===== src/rtl/alu_op_sequencer.sv =====
// Control sequencer for a register-file ALU datapath: fetches one instruction and
// walks it through the T0..T6 microsteps, driving one-hot register selects and strobes.
module alu_op_sequencer #(
    parameter int unsigned DATA_WIDTH = 32,
    parameter int unsigned NUM_REGS   = 16
) (
    input  logic                  Clock,
    input  logic                  Clear,
    input  logic                  Start,
    input  logic                  MemReady,
    input  logic [DATA_WIDTH-1:0] IR,
    output logic                  PCout,
    output logic                  MARin,
    output logic                  IncPC,
    output logic                  PCin,
    output logic                  Read,
    output logic                  MDRin,
    output logic                  MDRout,
    output logic                  IRin,
    output logic                  Yin,
    output logic                  Zin,
    output logic                  Zlowout,
    output logic                  Zhighout,
    output logic                  LOin,
    output logic                  HIin,
    output logic [NUM_REGS-1:0]   Rout,
    output logic [NUM_REGS-1:0]   Rin,
    output logic [4:0]            operation,
    output logic                  Busy,
    output logic                  Done,
    output logic                  Illegal
);

    localparam int unsigned REG_BITS  = $clog2(NUM_REGS);
    localparam int unsigned USED_BITS = 5 + 3 * REG_BITS;

    localparam logic [4:0] OP_ADD  = 5'b00011;
    localparam logic [4:0] OP_SUB  = 5'b00100;
    localparam logic [4:0] OP_AND  = 5'b00101;
    localparam logic [4:0] OP_OR   = 5'b00110;
    localparam logic [4:0] OP_SHR  = 5'b00111;
    localparam logic [4:0] OP_SHRA = 5'b01000;
    localparam logic [4:0] OP_SHL  = 5'b01001;
    localparam logic [4:0] OP_ROR  = 5'b01010;
    localparam logic [4:0] OP_ROL  = 5'b01011;
    localparam logic [4:0] OP_MUL  = 5'b01111;
    localparam logic [4:0] OP_DIV  = 5'b10000;
    localparam logic [4:0] OP_NEG  = 5'b10001;
    localparam logic [4:0] OP_NOT  = 5'b10010;

    typedef enum logic [2:0] {
        StIdle,
        StT0,
        StT1,
        StT2,
        StT3,
        StT4,
        StT5,
        StT6
    } state_e;

    state_e state_q, state_d;

    logic [4:0]          opcode;
    logic [REG_BITS-1:0] ra, rb, rc;
    logic                is_two, is_wide, is_unary;

    assign opcode = IR[DATA_WIDTH-1 -: 5];
    assign ra     = IR[DATA_WIDTH-6 -: REG_BITS];
    assign rb     = IR[DATA_WIDTH-6-REG_BITS -: REG_BITS];
    assign rc     = IR[DATA_WIDTH-6-2*REG_BITS -: REG_BITS];

    // Low IR bits hold immediates/fields this sequencer never looks at.
    if (DATA_WIDTH > USED_BITS) begin : g_unused_ir
        logic unused_ir;
        assign unused_ir = ^IR[DATA_WIDTH-USED_BITS-1:0];
    end

    function automatic logic [NUM_REGS-1:0] onehot(input logic [REG_BITS-1:0] idx);
        logic [NUM_REGS-1:0] oh;
        oh = '0;
        for (int unsigned i = 0; i < NUM_REGS; i++) begin
            oh[i] = (idx == REG_BITS'(i));
        end
        return oh;
    endfunction

    always_comb begin
        is_two   = 1'b0;
        is_wide  = 1'b0;
        is_unary = 1'b0;
        case (opcode)
            OP_ADD, OP_SUB, OP_AND, OP_OR, OP_SHR,
            OP_SHRA, OP_SHL, OP_ROR, OP_ROL: is_two   = 1'b1;
            OP_MUL, OP_DIV:                  is_wide  = 1'b1;
            OP_NEG, OP_NOT:                  is_unary = 1'b1;
            default: ;
        endcase
    end

    always_ff @(posedge Clock) begin
        if (Clear) begin
            state_q <= StIdle;
        end else begin
            state_q <= state_d;
        end
    end

    always_comb begin
        state_d   = state_q;
        PCout     = 1'b0;
        MARin     = 1'b0;
        IncPC     = 1'b0;
        PCin      = 1'b0;
        Read      = 1'b0;
        MDRin     = 1'b0;
        MDRout    = 1'b0;
        IRin      = 1'b0;
        Yin       = 1'b0;
        Zin       = 1'b0;
        Zlowout   = 1'b0;
        Zhighout  = 1'b0;
        LOin      = 1'b0;
        HIin      = 1'b0;
        Rout      = '0;
        Rin       = '0;
        operation = 5'b00000;
        Done      = 1'b0;
        Illegal   = 1'b0;
        Busy      = (state_q != StIdle);

        unique case (state_q)
            StIdle: begin
                if (Start) state_d = StT0;
            end
            StT0: begin
                PCout   = 1'b1;
                MARin   = 1'b1;
                IncPC   = 1'b1;
                Zin     = 1'b1;
                state_d = StT1;
            end
            StT1: begin
                // Strobes stay up for the whole memory wait.
                Zlowout = 1'b1;
                PCin    = 1'b1;
                Read    = 1'b1;
                MDRin   = 1'b1;
                if (MemReady) state_d = StT2;
            end
            StT2: begin
                MDRout  = 1'b1;
                IRin    = 1'b1;
                state_d = StT3;
            end
            StT3: begin
                if (is_two || is_wide) begin
                    Rout    = onehot(rb);
                    Yin     = 1'b1;
                    state_d = StT4;
                end else if (is_unary) begin
                    Rout      = onehot(rb);
                    Zin       = 1'b1;
                    operation = opcode;
                    state_d   = StT4;
                end else begin
                    Illegal = 1'b1;
                    state_d = StIdle;
                end
            end
            StT4: begin
                if (is_unary) begin
                    Zlowout = 1'b1;
                    Rin     = onehot(ra);
                    Done    = 1'b1;
                    state_d = StIdle;
                end else begin
                    Rout      = onehot(rc);
                    Zin       = 1'b1;
                    operation = opcode;
                    state_d   = StT5;
                end
            end
            StT5: begin
                Zlowout = 1'b1;
                if (is_wide) begin
                    LOin    = 1'b1;
                    state_d = StT6;
                end else begin
                    Rin     = onehot(ra);
                    Done    = 1'b1;
                    state_d = StIdle;
                end
            end
            StT6: begin
                Zhighout = 1'b1;
                HIin     = 1'b1;
                Done     = 1'b1;
                state_d  = StIdle;
            end
            default: state_d = StIdle;
        endcase
    end

endmodule

===== config.mk =====
export PLATFORM = sky130hd
export DESIGN_NAME = alu_op_sequencer
export DESIGN_NICKNAME = d
export VERILOG_FILES = /design/src/rtl/alu_op_sequencer.sv
export SDC_FILE = /design/constraint.sdc
export NUM_CORES = 1
export LEC_CHECK = 0
export CAP_MARGIN = 30
export CORE_MARGIN = 2
export CORE_UTILIZATION = 30
export CTS_BUF_LIST = sky130_fd_sc_hd__clkbuf_2 sky130_fd_sc_hd__clkbuf_4 sky130_fd_sc_hd__clkbuf_8
export CTS_CLUSTER_SIZE = 14
export DETAILED_ROUTE_END_ITERATION = 7
export GPL_ROUTABILITY_DRIVEN = 1
export PLACE_DENSITY = 0.83
export SYNTH_ARGS = -nofsm -noshare
export SYNTH_HDL_FRONTEND = slang
export SYNTH_SLANG_ARGS = --single-unit

===== constraint.sdc =====
create_clock -name Clock -period 2.1 [get_ports Clock]
set_input_delay 0.21 -clock Clock [delete_from_list [all_inputs] [get_ports Clock]]
set_output_delay 0.21 -clock Clock [all_outputs]
set_load 0.03 [all_outputs]

=== Word level (Yosys, flattened, before mapping) ===
Index checks and enable logic that the tools add are counted.
Widths: inputs -> output; s select.

* Register bits: 3
* Input bits: 36
* Output and inout port bits: 54
* Logic and storage cells: 117

* Eq/ne operators: 67
* Mux-type cells: 38
* Reduce and logical (&&, ||, !) cells: 11

{| class="wikitable"
|+ Operator list
! cell !! number
|-
| $eq 4x4->1 const B || 24
|-
| $mux 16 || 5
|-
| $pmux 16 s2 || 2
|-
| $eq 4x3->1 const B || 12
|-
| $eq 5x4->1 const B || 5
|-
| $eq 4x2->1 const B || 6
|-
| $pmux 3 s8 || 1
|-
| $eq 5x3->1 const B || 4
|-
| $mux 3 || 6
|-
| $mux 1 || 17
|-
| $eq 5x5->1 const B || 3
|-
| $mux 5 || 3
|-
| $eq 3x3->1 const B || 4
|-
| $eq 4x1->1 const B || 3
|-
| $logic_not 4->1 || 3
|-
| $pmux 5 s2 || 1
|-
| $reduce_or 9->1 || 1
|-
| $eq 3x2->1 const B || 2
|-
| $pmux 1 s3 || 2
|-
| $reduce_or 2->1 || 3
|-
| $eq 5x2->1 const B || 1
|-
| $ne 2x2->1 const B || 2
|-
| $eq 3x1->1 const B || 1
|-
| $logic_not 3->1 || 1
|-
| other kinds (4) || 4
|}

=== Logic depth before layout (Yosys ltp) ===
Gate-level depths: netlist of run 1.

* Depth after elaboration: 6
* Depth in mapped cells: 6
* Gate-level depth less buffers: 5

=== Worst setup path before layout of run 1 ===
No wires, ideal clock.

* Kind: flip-flop to output port
* From: register state_q[2]
* To: output port Rout[0]
* Data arrival time: 2.059 ns
* Data required time: 1.890 ns
* Path slack: -0.169 ns
* Stages on the path, launching flop included: 6
* Buffers on the path: 1
* Path through: dfxtp_1 -> clkbuf_1 -> nor2b_1 -> nand2_1 -> or4_1 -> o32ai_1

* Cells in the longest elaborated chain, start to end: 2
* Elaborated cells on any way between the ends: 3
* Classes of those cells: eq/ne (2); mux (1)

{| class="wikitable"
|+ RTL lines
! what !! RTL line !! source
|-
| start: declaration || 62 || <nowiki>state_e state_q, state_d;</nowiki>
|-
| start signal: assignment || 103 || <nowiki>state_q <= StIdle;</nowiki>
|-
| start signal: assignment || 105 || <nowiki>state_q <= state_d;</nowiki>
|-
| $eq 3x3->1 || 132 || <nowiki>unique case (state_q)</nowiki>
|-
| $pmux 16 s2 * || 132 ||
|-
| end: declaration || 26 || <nowiki>output logic [NUM_REGS-1:0] Rout,</nowiki>
|}

Mark *: on every way between the ends. The rest lies on a longest branch, timed or not.

=== Worst setup path after layout of run 1 ===
* From: register state_q[0]
* To: output port Rin[4]

* Cells in the longest elaborated chain, start to end: 2
* Elaborated cells on any way between the ends: 3
* Classes of those cells: eq/ne (2); mux (1)

{| class="wikitable"
|+ RTL lines
! what !! RTL line !! source
|-
| $eq 3x3->1 || 132 ||
|-
| $pmux 16 s2 * || 132 ||
|-
| end: declaration || 27 || <nowiki>output logic [NUM_REGS-1:0] Rin,</nowiki>
|}

Marked as above.

==> key figures, run 1 <==
Detailed routing
  • Remaining DRCs: 0
  • Via density: approximately 5.6
  • Vias: 1506
  • WL/cell: ~16 um
  • Initial DRC Count: 63
  • DRT Pass-1 Iters: 4
  • Routed wire length: 4.22 mm
  • Post-DRT Antenna Nets: 0

Timing
  • Post-route clock period utilization: 98.3%
  • Slew headroom: 72.4%
  • Final hold violation count: 0
  • Max-slew violation count: 0
  • Min cycle time layout: 2.06 ns
  • Final Setup Violations: 0
  • Worst-Margin Slew: approximately 0.41 ns
  • RSZ-0062 raised after global routing: yes
  • Total Neg Setup Slack: 0 ns
  • Fmax: 485 MHz
  • Setup Skew: 0.00598 ns

Cells and area
  • Final Cell Area: 1960 um^2
  • Share of post-route cells with drive strength above 1: 47.1%
  • Regs by FF count: state_q (3)
  • Largest Register: state_q
  • Layout area overhead: 120%
  • Fillers: between 200 and 250
  • ANT cells: 0
  • Nets@finish: roughly 280
  • Fin util: between 70% and 80%
  • Non-filler cells, final: 269
  • Max FFs per register: 3

Logic synthesis
  • Commonest cells in the netlist: 22 x nor2_1, 13 x nand2_1, 12 x o22ai_1
  • Area leader, netlist: nor2_1
  • Mapped cell area: 890 um^2
  • Post-synth EDFFs: 0
  • Ys Warns: 0
  • Sequential share of the synthesized area: 6.75%
  • Ys async rst share: 0%
  • Synthesized area per cell: ~6.6 um^2
  • Synth Register Bits: 3
  • Top cells by area, synth: nor2_1 9.3%, o22ai_1 8.4%, dfxtp_1 6.8%
  • Syn Nets: between 150 and 200
  • Count leader, synth: nor2_1
  • Netlist cell types: 42
  • Dominant synthesized flop cell: dfxtp_1
  • Synth Instances: 135
  • Yosys top cell area share: 9.28%

Power and ir drop
  • Final Total Pwr: just under 500 uW
  • Power Density: 253 nW/um^2
  • Leak Pwr: approximately 0.87 nW
  • Worst vdd ir: approximately 0.00038 V

Die
  • Total I/O pin count: 90
  • Die area: 3420 um^2
  • Core Rows: 19
  • Die span in y: 58.5 um
  • Die X: around 58 um
  • Initial Utilization: 32.0%
  • Core outline area: 2780 um^2

Placed design
  • Placed cell count: 258
  • Port Buf Inserts: 74
  • Placed cell areas: 1750 um^2
  • HPWL Detailed: between 3 and 4 mm
  • Gpl congestion: 0.869

Clock tree
  • H-tree Lvls: 1
  • Post-CTS Hold Buffers: 0
  • Clock Tree Root: clkbuf_4
  • TritonCTS buffer count: 3
  • Clk sinks: 3
  • Maximum buffer depth of the clock tree: 2
  • Clk Latency, worst-skew pair: around 0.23 ns
  • Clock transition at path regs: 0.03 ns
  • CTS tree: built

Worst setup path
  • Max FO, Critical Path: 6
  • Critical Path AT: 1.85 ns
  • CP Capture Type: output pin
  • Most used cell, CP: buf_6
  • WS Path Type: flop to output pin
  • Crit-path cells: buf_6, inv_1, a31oi_4, or4b_4, nor2_4, buf_6
  • CP Data Required Time: 1.89 ns
  • Slowest cell delay on critical path: 0.58 ns
  • Crit start category: flop
  • Max stage delay cell, worst path: or4b_4

Global route
  • Gr usage total: between 20% and 30%
  • First-pass GRT wire length: 6.33 mm
  • Largest net degree at the start of global routing: 13
  • GRT overflow: 0
  • Vias in the first global route: 1399
  • Antenna violations before repair: 0

Status
  • Status: finished, final reports clean

Run
  • Max Cap Violations: 0

Worst hold path
  • Hold Path Class: flop to flop
per-stage QoR:
| stage | hold slack [ns] | setup WS [ns] |
|---|---|---|
| 6_report | 0.598 | 0.0364 |
| 3_3_place_gp | 0.583 | -0.323 |
| 4_1_cts | 0.591 | -0.0265 |
| 5_1_grt | 0.610 | -0.0348 |
| 2_1_floorplan | 0.283 | 0.0410 |
| 3_5_place_dp | 0.605 | -0.370 |
final timing paths:
| check | startpoint | endpoint | slack, ns | depth (start not counted) |
|---|---|---|---|---|
| min | state_q[0] | state_q[0] | 0.60 | 2 |
| min reg2reg | state_q[0] | state_q[0] | 0.60 | 2 |
| max | state_q[0] | Rin[4] | 0.04 | 6 |
| max reg2reg | state_q[0] | state_q[2] | 0.35 | 7 |
placed cells by master, fill, tap and decap left out, drive strengths merged, types with 4 or more instances in the layout:
master and instances:
o22ai 12, o21ai 4, nand2b 9, buf 77
nand3 5, clkdlybuf4s50 22, and2 4, o32ai 4
clkbuf 4, dlygate4sd2 6, nor2 22, nand2 13
layer usage:
| metal | share of wire (%) | GRT usage [%] |
|---|---|---|
| met1 | 41 | 29.6 |
| met5 | 0 | 0 |
| met2 | 51 | 39.8 |
| met4 | 1.5 | 5.65 |
| met3 | 7.0 | 3.74 |
repair_timing:
item	4_1_cts	5_1_grt
setup endpoints to repair	40	32
pin swaps	9	14
resized for setup	35	32
hold endpoints to repair	0	0
setup buffers	5	3
worst max-delay path, delay by kind of cell (launching register included):
| kind | cells | cell delay, ns |
|---|---|---|
| AO/OA/AOI/OAI | 1 | 0.14 |
| buffers and inverters | 3 | 0.45 |
| flip-flops | 1 | 0.32 |
| AND/OR/NAND/NOR | 2 | 0.71 |
logic make-up after synthesis:
| logic type | share of synthesized area, % |
|---|---|
| compound gates | 27.4 |
| xor+xnor | 2.95 |
| buf+inv | 7.59 |
| flops | 6.75 |
| mux | 2.25 |
| simple gates | 53.0 |
power breakdown:
group          switching, mW  total, mW  internal [mW]
clock                 0.0307      0.115         0.0841
combinational          0.161      0.306          0.145
sequential            0.0122     0.0738         0.0616
total                  0.204      0.494          0.290
area by class of cell:
cell class,count,area [um^2],share of cell area (%)
clock buffers,4,30.0,1.54
inverters,2,7.51,0.384
well taps,31,38.8,1.98
repair buffers,109,932,47.7
flip-flops and latches,3,68.8,3.52
multi-input cells,120,878,44.9
No activity file was read; power rests on OpenSTA's default activity.
==> run 2: changes to the inputs <==
--- a/config.mk
+++ b/config.mk
@@ -6,13 +6,15 @@
 export NUM_CORES = 1
 export LEC_CHECK = 0
 export CAP_MARGIN = 30
+export CELL_PAD_IN_SITES_DETAIL_PLACEMENT = 2
+export CELL_PAD_IN_SITES_GLOBAL_PLACEMENT = 2
 export CORE_MARGIN = 2
-export CORE_UTILIZATION = 30
+export CORE_UTILIZATION = 13
 export CTS_BUF_LIST = sky130_fd_sc_hd__clkbuf_2 sky130_fd_sc_hd__clkbuf_4 sky130_fd_sc_hd__clkbuf_8
 export CTS_CLUSTER_SIZE = 14
 export DETAILED_ROUTE_END_ITERATION = 7
 export GPL_ROUTABILITY_DRIVEN = 1
-export PLACE_DENSITY = 0.83
+export PLACE_DENSITY = 0.77
 export SYNTH_ARGS = -nofsm -noshare
 export SYNTH_HDL_FRONTEND = slang
 export SYNTH_SLANG_ARGS = --single-unit
==> key figures, run 2 (same netlist as run 1, synthesis figures left out) <==
Clock tree
  • Clk Latency, worst-skew pair: 0.24 ns (about the same)
  • Maximum buffer depth of the clock tree: 2 (unchanged)
  • Clock Tree Root: clkbuf_8
  • Clock transition at path regs: 0.04 ns (about the same)
  • H-tree Lvls: 1 (unchanged)
  • CTS tree: built
  • TritonCTS buffer count: 3 (unchanged)
  • Post-CTS Hold Buffers: 0 (unchanged)
  • Clk sinks: 3 (unchanged)

Worst setup path
  • Max FO, Critical Path: 4 (-2)
  • CP Data Required Time: 1.89 ns (about the same)
  • WS Path Type: primary input to output pin
  • CP Capture Type: output pin
  • Critical Path AT: 1.84 ns (about the same)
  • FF-to-FF path depth: 7 (unchanged)
  • Crit start category: primary input

Die
  • Core outline area: 6720 um^2 (+140%)
  • Die area: 7520 um^2 (+120%)
  • Initial Utilization: 13.2% (-19 points)
  • Die span in y: 86.7 um (+48%)
  • Core Rows: 30 (+11)
  • Die X: 86.7 um (+48%)
  • Total I/O pin count: 90 (unchanged)

Cells and area
  • Layout area overhead: 123%
  • Share of post-route cells with drive strength above 1: 50.2% (+3.2 points)
  • ANT cells: 0 (unchanged)
  • Regs by FF count: state_q (3)
  • Largest Register: state_q
  • Commonest cells after routing, fill and taps aside: 72 x buf_4, 21 x clkdlybuf4s50_1, 16 x nor2_1, 12 x nand2_1, 11 x o22ai_1
  • Max FFs per register: 3 (unchanged)
  • Most common cell after layout, fill and taps aside: buf_4
  • Nets@finish: 272 (-1.1%)
  • Final Cell Area: 1990 um^2 (+1.7%)

Power and ir drop
  • Leak Pwr: 0.842 nW (-3.4%)
  • Worst vdd ir: 0.000126 V (-67%)
  • Final Total Pwr: 588 uW (+19%)
  • Power Density: 296 nW/um^2 (+17%)

Timing
  • Min cycle time layout: 2.05 ns (-0.00952 ns)
  • Final Setup Violations: 0 (unchanged)
  • Setup Skew: 0.00305 ns (-0.00293 ns)
  • Final hold violation count: 0 (unchanged)
  • Max-slew violation count: 0 (unchanged)
  • Worst-Margin Slew: 0.488 ns (+0.0800 ns)
  • Hold Slack: 0.641 ns (+0.0431 ns)
  • Fmax: 487 MHz (+0.46%)
  • Total Neg Setup Slack: 0 ns (unchanged)
  • Slew headroom: 66.6% (-5.8 points)
  • Post-route clock period utilization: 97.8% (-0.45 points)

Global route
  • GRT overflow: 0 (unchanged)
  • Largest net degree at the start of global routing: 13 (unchanged)
  • Vias in the first global route: 1469 (+5.0%)
  • Antenna violations before repair: 0 (unchanged)
  • First-pass GRT wire length: 7.79 mm (+23%)
  • Gr usage total: 13.2% (-9.8 points)

Placed design
  • Gpl congestion: 0.769 (-11%)
  • Port Buf Inserts: 74 (unchanged)
  • HPWL Detailed: 3.97 mm (+28%)
  • Placed cell areas: 1740 um^2 (-0.78%)

Detailed routing
  • Via density: 4.69 (-16%)
  • WL/cell: 16.6 um (+5.9%)
  • Remaining DRCs: 0 (unchanged)
  • DRT Pass-1 Iters: 3 (-1)
  • Routed wire length: 5.23 mm (+24%)
  • Vias: 1477 (-1.9%)
  • Initial DRC Count: 37 (-41%)
  • Post-DRT Antenna Nets: 0 (unchanged)

Status
  • Status: finished, final reports clean

Worst hold path
  • Hold Crit Depth: 2 (unchanged)
  • Hold Path Class: primary input to flop

Run
  • Max Cap Violations: 0 (unchanged)
run 2: repair_timing:
action                                 in CTS  in global routing
endpoints found under the hold margin       0                  0
buffers inserted                            4                  8
setup endpoints to repair                  43                 29
pin swaps                                   9                  9
resized for setup                          43                 16
run 2: metal layers:
| metal | GRT usage, % | wire length [um] | share of wire (%) |
|---|---|---|---|
| met5 | 0 | 0 | 0 |
| met4 | 5.11 | 95 | 1.8 |
| met3 | 1.43 | 152 | 2.9 |
| met2 | 23.6 | 2670 | 51 |
| met1 | 16.2 | 2310 | 44 |
run 2: worst max-delay path, stage by stage:
cell and delay, ns:
clkdlybuf4s15_2 0.19, nor3b_4 0.15, buf_4 0.13, and2_2 0.22
or4_4 0.54, o32ai_2 0.21, buf_4 0.19
run 2: where the power goes:
| part | internal, mW | switching [mW] |
|---|---|---|
| Clock | 0.144 | 0.0573 |
| Combinational | 0.144 | 0.170 |
| Sequential | 0.0624 | 0.00987 |
| Total | 0.351 | 0.238 |
run 2: cell type report:
| type | count | area [um^2] |
|---|---|---|
| fill | 789 | 4730 |
| multi-input combinational | 120 | 898 |
| timing repair buffer | 106 | 866 |
| tap | 80 | 100 |
| sequential | 3 | 67.6 |
| clock buffer | 4 | 48.8 |
| inverter | 2 | 7.51 |
run 2: metrics by stage:
stage	cells	setup slack (ns)	util [%]
global route	315	-0.0271	29.6
floorplan	135	0.0410	-
global placement	299	-0.424	25.9
finish	315	0.0459	29.6
detailed placement	299	-0.473	25.9
CTS	307	-0.00550	28.2
run 2: worst paths after layout:
kind / startpoint / endpoint / slack, ns
worst min register to register: state_q[2] / state_q[0] / 0.67
worst max register to register: state_q[2] / state_q[2] / 0.34
worst max-delay path: IR[31] / Rout[0] / 0.05
worst min-delay path: Clear / state_q[1] / 0.64
